<file path="src/rtl/iir_pkg.sv">
// Shared IIR filter constants: default word widths, coefficients
// and the round/saturate constants used by the decimating quantizer.
package iir_pkg;

  localparam int IIR_WORD_IN  = 18;
  localparam int IIR_WORD_OUT = 8;
  localparam int IIR_DEC_LOG2 = 2;

  localparam logic signed [17:0] IIR_B0 = 18'sd8192;
  localparam logic signed [17:0] IIR_B1 = 18'sd8192;
  localparam logic signed [17:0] IIR_A1 = -18'sd16384;

  function automatic int iir_shift(int win, int wout, int dlog);
    return dlog + win - wout;
  endfunction

  function automatic int iir_sat_max(int wout);
    return (1 <<< (wout - 1)) - 1;
  endfunction

  function automatic int iir_sat_min(int wout);
    return -(1 <<< (wout - 1));
  endfunction

endpackage

</file>
<file path="src/rtl/sync_fifo.sv">
// Single-clock FIFO with occupancy count; a push into a full FIFO
// is accepted only when a pop happens in the same cycle.
module sync_fifo #(
  parameter int width = 8,
  parameter int depth = 4
) (
  input  logic             clk,
  input  logic             rst,
  input  logic             push,
  input  logic [width-1:0] push_data,
  input  logic             pop,
  output logic [width-1:0] head,
  output logic             full,
  output logic             empty
);

  localparam int PW = $clog2(depth);

  logic [width-1:0] mem [depth];
  logic [PW-1:0]    wr_ptr;
  logic [PW-1:0]    rd_ptr;
  logic [PW:0]      count;
  logic             do_push;
  logic             do_pop;

  assign full    = count == (PW+1)'(depth);
  assign empty   = count == '0;
  assign do_pop  = pop & ~empty;
  assign do_push = push & (~full | do_pop);
  assign head    = mem[rd_ptr];

  always_ff @(posedge clk) begin
    if (do_push) mem[wr_ptr] <= push_data;
  end

  always_ff @(posedge clk or negedge rst) begin
    if (!rst) begin
      wr_ptr <= '0;
      rd_ptr <= '0;
      count  <= '0;
    end else begin
      if (do_push) wr_ptr <= wr_ptr + 1'b1;
      if (do_pop)  rd_ptr <= rd_ptr + 1'b1;
      count <= count + (PW+1)'(do_push) - (PW+1)'(do_pop);
    end
  end

endmodule

</file>
<file path="src/rtl/iir_decim_quant.sv">
// Decimate-by-D accumulator with round-half-up, saturation to
// WORD_OUT bits and a small output FIFO with sticky status flags.
module iir_decim_quant
  import iir_pkg::*;
#(
  parameter int WORD_IN    = IIR_WORD_IN,
  parameter int WORD_OUT   = IIR_WORD_OUT,
  parameter int DEC_LOG2   = IIR_DEC_LOG2,
  parameter int FIFO_DEPTH = 4
) (
  input  logic                clk,
  input  logic                rst,
  input  logic [WORD_IN-1:0]  din,
  input  logic                din_stb,
  output logic [WORD_OUT-1:0] dout,
  output logic                dout_valid,
  input  logic                dout_ready,
  output logic                sat_flag,
  output logic                ovf_flag,
  input  logic                clr_flags
);

  localparam int AW = WORD_IN + DEC_LOG2;
  localparam int S  = iir_shift(WORD_IN, WORD_OUT, DEC_LOG2);

  localparam logic signed [AW:0] RND  = (AW+1)'(1) << (S - 1);
  localparam logic signed [AW:0] MAXV = (AW+1)'(iir_sat_max(WORD_OUT));
  localparam logic signed [AW:0] MINV = (AW+1)'(iir_sat_min(WORD_OUT));

  logic signed [AW-1:0]   acc;
  logic signed [AW-1:0]   sum;
  logic signed [AW:0]     rnd;
  logic signed [AW:0]     shf;
  logic [DEC_LOG2-1:0]    phase;
  logic                   last;
  logic                   clip_hi;
  logic                   clip_lo;
  logic [WORD_OUT-1:0]    q;
  logic [WORD_OUT-1:0]    head;
  logic                   push;
  logic                   pop;
  logic                   full;
  logic                   empty;

  assign last = &phase;
  assign sum  = acc + signed'({{DEC_LOG2{din[WORD_IN-1]}}, din});
  assign rnd  = signed'({sum[AW-1], sum}) + RND;
  assign shf  = rnd >>> S;

  assign clip_hi = shf > MAXV;
  assign clip_lo = shf < MINV;

  always_comb begin
    q = shf[WORD_OUT-1:0];
    unique case (1'b1)
      clip_hi: q = MAXV[WORD_OUT-1:0];
      clip_lo: q = MINV[WORD_OUT-1:0];
      default: q = shf[WORD_OUT-1:0];
    endcase
  end

  assign push       = din_stb & last;
  assign dout_valid = ~empty;
  assign pop        = dout_valid & dout_ready;
  assign dout       = dout_valid ? head : '0;

  always_ff @(posedge clk or negedge rst) begin
    if (!rst) begin
      acc   <= '0;
      phase <= '0;
    end else if (din_stb) begin
      acc   <= last ? '0 : sum;
      phase <= phase + 1'b1;
    end
  end

  // set beats clear when both happen in one cycle
  always_ff @(posedge clk or negedge rst) begin
    if (!rst) begin
      sat_flag <= 1'b0;
      ovf_flag <= 1'b0;
    end else begin
      if (push & (clip_hi | clip_lo)) sat_flag <= 1'b1;
      else if (clr_flags)             sat_flag <= 1'b0;
      if (push & full & ~pop)         ovf_flag <= 1'b1;
      else if (clr_flags)             ovf_flag <= 1'b0;
    end
  end

  sync_fifo #(
    .width(WORD_OUT),
    .depth(FIFO_DEPTH)
  ) u_fifo (
    .clk      (clk),
    .rst      (rst),
    .push     (push),
    .push_data(q),
    .pop      (pop),
    .head     (head),
    .full     (full),
    .empty    (empty)
  );

endmodule

</file>
<file path="config.mk">
export PLATFORM = sky130hd
export DESIGN_NAME = iir_decim_quant
export DESIGN_NICKNAME = d
export VERILOG_FILES = /design/src/rtl/iir_pkg.sv /design/src/rtl/sync_fifo.sv /design/src/rtl/iir_decim_quant.sv
export SDC_FILE = /design/constraint.sdc
export NUM_CORES = 1
export LEC_CHECK = 0
export CELL_PAD_IN_SITES_DETAIL_PLACEMENT = 0
export CELL_PAD_IN_SITES_GLOBAL_PLACEMENT = 1
export CORE_MARGIN = 5
export CORE_UTILIZATION = 30
export DETAILED_ROUTE_END_ITERATION = 12
export PLACE_DENSITY_LB_ADDON = 0.25
export SETUP_SLACK_MARGIN = 0.1
export SYNTH_ARGS = -nofsm -noshare
export SYNTH_HDL_FRONTEND = slang
export SYNTH_SLANG_ARGS = --single-unit
</file>
<file path="constraint.sdc">
create_clock -name clk -period 4.3 [get_ports clk]
set_clock_uncertainty 0.15 [all_clocks]
set_input_delay 0.645 -clock clk [delete_from_list [all_inputs] [get_ports clk]]
set_output_delay 0.645 -clock clk [all_outputs]
set_load 0.1 [all_outputs]
</file>
## Yosys cells after proc, flatten, opt, wreduce, memory -nomap -nowiden

Memory sizes are Yosys's and may differ from the RTL's.
Index checks and enable logic that the tools add are counted.

- Latch bits: 0
- RAM bits: 32
- Output and inout port bits: 11
- Word-level logic and storage cells: 42
- Bits in read-only memories: 0
- Register bits: 31
- Input bits: 23
- Memories: 1

- Order comparisons: 2
- Divide/modulo/power cells: 0
- Bitwise logic cells: 12
- Multipliers: 0
- Multiplexer cells: 8
- Reduce and logical (&&, ||, !) cells: 4
- $add $sub $neg: 7
- Equal/unequal tests: 1
- Shift-type cells: 0

Memories:

| memory | depth | width | read ports | clocked after memory_dff | write ports | RTL line | text |
|---|---|---|---|---|---|---|---|
| u_fifo.mem | 4 | 8 | 1 | 0 | 1 | sync_fifo.sv:19 | `logic [width-1:0] mem [depth];` |

Operators with widths:

| kind | number |
|---|---|
| adder 20 x 13 -> 21 bit (second input constant) | 1 |
| adder 20 x 18 -> 20 bit | 1 |
| 2-to-1 mux 20 bit | 1 |
| one-hot mux 8 bit (2 select lines) | 1 |
| > comparator 9 x 8 -> 1 bit (second input constant) | 1 |
| < comparator 9 x 8 -> 1 bit (second input constant) | 1 |
| 2-to-1 mux 8 bit | 1 |
| AND 1 bit | 7 |
| adder 2 x 1 -> 2 bit (second input constant) | 3 |
| 2-to-1 mux 1 bit | 5 |
| nonzero test 2 bit | 2 |
| adder 3 x 1 -> 3 bit | 1 |
| == test 3 bit (second input constant) | 1 |
| zero test 3 bit | 1 |
| NOT 1 bit | 3 |
| subtractor 3 x 1 -> 3 bit | 1 |
| bitwise OR 1 bit | 2 |
| AND reduction 2 bit | 1 |

## Logic depth before layout (Yosys ltp)

- Depth in word-level cells: 8
- Gate-level depth with buffers: 12
- Mapped depth without buffers: 12

## Modules after synthesis

A second synthesis with hierarchy kept.

- Cell total of the unflattened synthesis: 379
- Area total of the unflattened synthesis: 4001.3 µm²

By module, submodules not included:

| module | instances | cells each | area each (µm²) | seq. area each (µm²) |
|---|---|---|---|---|
| iir_decim_quant | 1 | 302 | 2423.6 | 600.6 |
| sync_fifo | 1 | 77 | 1577.8 | 1136.1 |

## Worst setup path after synthesis

Ideal clock, no wire load.

- Path type: input-to-reg
- Start point: input din[0]
- End point: memory u_fifo.mem[0][0] (data pin)
- Data arrival time: 3.258 ns
- Stages: 11
- Setup time: 0.268 ns
- Setup slack: 0.624 ns
- Buffers on the path: 0
- Required time: 3.882 ns
- Cells stage by stage: ha_1 -> fa_1 -> a21o_1 -> a221o_1 -> a211o_1 -> a21boi_2 -> xnor2_1 -> nand4b_4 -> nor3_4 -> mux2i_1 -> nand2_1

- Longest elaborated chain between the ends: 4
- Elaborated cells on any way between the ends: 5
- Those cells by class: add/sub: 2; order compare: 2; mux: 1

RTL lines:

| what | RTL line | text |
|---|---|---|
| from (decl) | iir_decim_quant.sv:13 | `input logic [WORD_IN-1:0] din,` |
| adder 20 x 18 -> 20 bit * | iir_decim_quant.sv:46 | `assign sum = acc + signed'({{DEC_LOG2{din[WORD_IN-1]}}, din});` |
| adder 20 x 13 -> 21 bit * | iir_decim_quant.sv:47 | `assign rnd = signed'({sum[AW-1], sum}) + RND;` |
| < comparator 9 x 8 -> 1 bit / > comparator 9 x 8 -> 1 bit (equally long branches) | iir_decim_quant.sv:51, iir_decim_quant.sv:50 |  |
| one-hot mux 8 bit (2 select lines) * | iir_decim_quant.sv:55 | `unique case (1'b1)` |
| named net q[0] | iir_decim_quant.sv:38 | `logic [WORD_OUT-1:0] q;` |
| to (decl) | sync_fifo.sv:19 |  |

The timed path passes the listed nets; every way through them passes the cells marked *.

## Worst setup path in the final report

- Start point: input din[0]
- End point: memory u_fifo.mem[2][4] (data pin)

Same word-level chain as after synthesis.

==> run metrics <==
DRT iter0 DRCs=about 110; vias in the first global route=roughly 2900; Synth Cell Area=3860 um2; Slew Limit Fails=0; crit-path leading delay family=compound AO/OA/AOI/OAI gates; CP startpoint kind=primary input; FFs w/ async S/R, synth=0.492; share of cells above drive strength 1=0.128; # diodes=0; CP peak stage delay=approximately 0.40 ns; worst slew pin tran=about 1 ns; crit path max-delay cell type=clkdlybuf4s50_1; postcts setup bufs=0; Starting Density=0.306; Resized Gates After CTS=0; Via Count=roughly 2700; register area share after synthesis=0.449; Core Region=around 13000 um2; Hold Startpoint=phase[0]$_DFFE_PN0P_; unique cell type count in the Yosys netlist=62; Synth Flop Type=edfxtp_1; crit path kind=in2reg; design area=4760 um2; HP Class=reg2reg; WP depth=12; first-pass GRT wire length=roughly 15000 um; H-tree levels=3; Max Fclk=roughly 0.26 GHz; FF-to-FF Start=acc[0]$_DFFE_PN0P_; Critical Path AT=between 3 and 4 ns; I/O pin cnt=34; CTS Hold Bufs=0; Max-cap violations=0; Layout area overhead=23.1%; worst r2r path cells=11; GP Congestion=about 0.78; 1st-pass router iterations=4; # port buffers=33; TritonCTS clock tree=done; Die X=between 100 and 150 um; GRT Total Usage=0.127; Worst-path clk slew=0.06 ns; antenna violation net count after detailed routing=0; crit-path max FO=7; num rows=roughly 40; Crit path buffers/inverters=2; cells after synthesis=around 330; CP required=~4.3 ns; yosys warns=0; Setup-failing EPs final=0; Final Hold Vio Count=0; worst hold stages=1; Worst setup EP type=register; outcome=complete, no violations; post-synthesis sequential element count=63; pin count of the biggest net entering global routing=32; Post-synth EDFFs=32; root buffer cell=clkbuf_16; fin crit period=between 3 and 4 ns; relative slew slack=0.351; Syn Area/Cell=11.8 um2; Via density=roughly 5; placed instance area=between 4000 and 5000 um2; TritonCTS buffer count=9; final net count=roughly 420; dpl hpwl=roughly 6500 um; drt wl/cell=between 15 and 20 um; crit path cell chain=clkdlybuf4s50_1, ha_1, fa_1, a21o_1, a221o_1, a211o_1, a21boi_2, o21ai_1, xnor2_4, nor4_1, buf_4, a221oi_2; Residual DRC=0; GRT overflow=0; final WL=8840 um; worst skew pair latency=0.33 ns; final period utilization=0.902; setup TNS=0 ns; final core utilization=0.377; height of the die=about 120 um; Setup crit start=din[0]; RSZ-0062 raised after global routing=no; CTS sink count=63; CTS max path bufs=2; die area=~15000 um2; initial antenna violation count=0; syn_nets=380
Yosys cell counts (3+ instances only):
cell        n  area share
a211o_1     4      0.0091
a21o_1     10       0.019
a21oi_1    19       0.025
a22o_1     13       0.029
a31oi_1     5      0.0081
and2_1     16       0.026
and3_1      4      0.0065
clkbuf_1    9      0.0087
dfrtp_1    31        0.20
edfxtp_1   32        0.25
ha_1       27       0.087
inv_1      15       0.015
mux2i_1     3      0.0078
mux4_2      8       0.047
nand2_1    15       0.015
nand3_1     7      0.0091
nand4_1     5      0.0081
nor2_1     12       0.012
o21ai_0     9       0.012
o21ai_1     3      0.0039
o2bb2ai_1   7       0.016
o31a_1      3      0.0068
xnor2_1    15       0.034
xor2_1      7       0.016
cells by family (layout without fill, tap and decap cells):
kind of cell / after synthesis / in the layout / synth area share
multiplexers: 14 / 14 / 0.0631
flip-flops: 63 / 63 / 0.449
buffers and inverters: 29 / 76 / 0.0317
AO/OA/AOI/OAI: 95 / 95 / 0.186
adder cells (fa/ha/maj): 29 / 29 / 0.0978
AND/OR/NAND/NOR: 74 / 74 / 0.110
XOR/XNOR: 24 / 24 / 0.0612
state kept, by name, summed over array words and instances (netlist names):
signal,flops
acc,20
ovf_flag,1
phase,2
sat_flag,1
u_fifo.count,3
u_fifo.mem,32
u_fifo.rd_ptr,2
u_fifo.wr_ptr,2
routing by layer:
| metal | wire [um] | vias to the layer above | track usage | part of all wire |
|---|---|---|---|---|
| met3 | 285 | 8 | 0.0389 | 0.032 |
| met5 | 0 | - | 0 | 0 |
| met1 | 4040 | 1274 | 0.152 | 0.46 |
| met4 | 136 | 0 | 0.0374 | 0.015 |
| met2 | 4380 | 46 | 0.219 | 0.50 |
| li1 | - | 1331 | - | - |
worst paths after layout:
kind / to / slack, ns
min reg2reg: phase[0]$_DFFE_PN0P_ / 0.33
min: phase[0]$_DFFE_PN0P_ / 0.33
max reg2reg: u_fifo.mem[2][4]$_DFFE_PP_ / 0.78
max in group asynchronous: acc[16]$_DFFE_PN0P_ / 3.11
max: u_fifo.mem[2][4]$_DFFE_PP_ / 0.42
min in group asynchronous: phase[0]$_DFFE_PN0P_ / 0.57
stage by stage:
stage                     cells  worst slack [ns]  hold WS (ns)
after global routing        547             0.163         0.359
after detailed placement    531            0.0654         0.317
after CTS                   547             0.409         0.326
after floorplan             328             0.624         0.199
after global placement      531             0.105         0.314
final                       547             0.421         0.331
placed cells by master (no fill, tap or decap), types with 3 or more instances in the layout:
cell type,netlist,final
nand2_1,15,15
nand4_1,5,5
nand3_1,7,7
and2_1,16,16
mux2i_1,3,3
o31a_1,3,3
a31oi_1,5,5
clkdlybuf4s50_1,0,33
inv_1,15,15
edfxtp_1,32,32
o21ai_0,9,9
a211o_1,4,4
xor2_1,7,7
clkbuf_16,0,9
mux4_2,8,8
and3_1,4,4
nor2_1,12,12
o2bb2ai_1,7,7
xnor2_1,15,15
a21o_1,10,10
ha_1,27,27
a22o_1,13,13
a21oi_1,19,19
o21ai_1,3,3
buf_4,1,12
dfrtp_1,31,31
final cells by class:
class | count | area [um2]
clock buffer | 11 | 243
fill | 1276 | 7860
multi-input combinational | 236 | 2010
tap | 172 | 215
timing repair buffer | 45 | 420
inverter | 15 | 56.3
clock inverter | 5 | 81.3
sequential | 63 | 1740
Power is not shown: default switching activity piles up to over one toggle a cycle in this logic, so the estimate is an artifact.
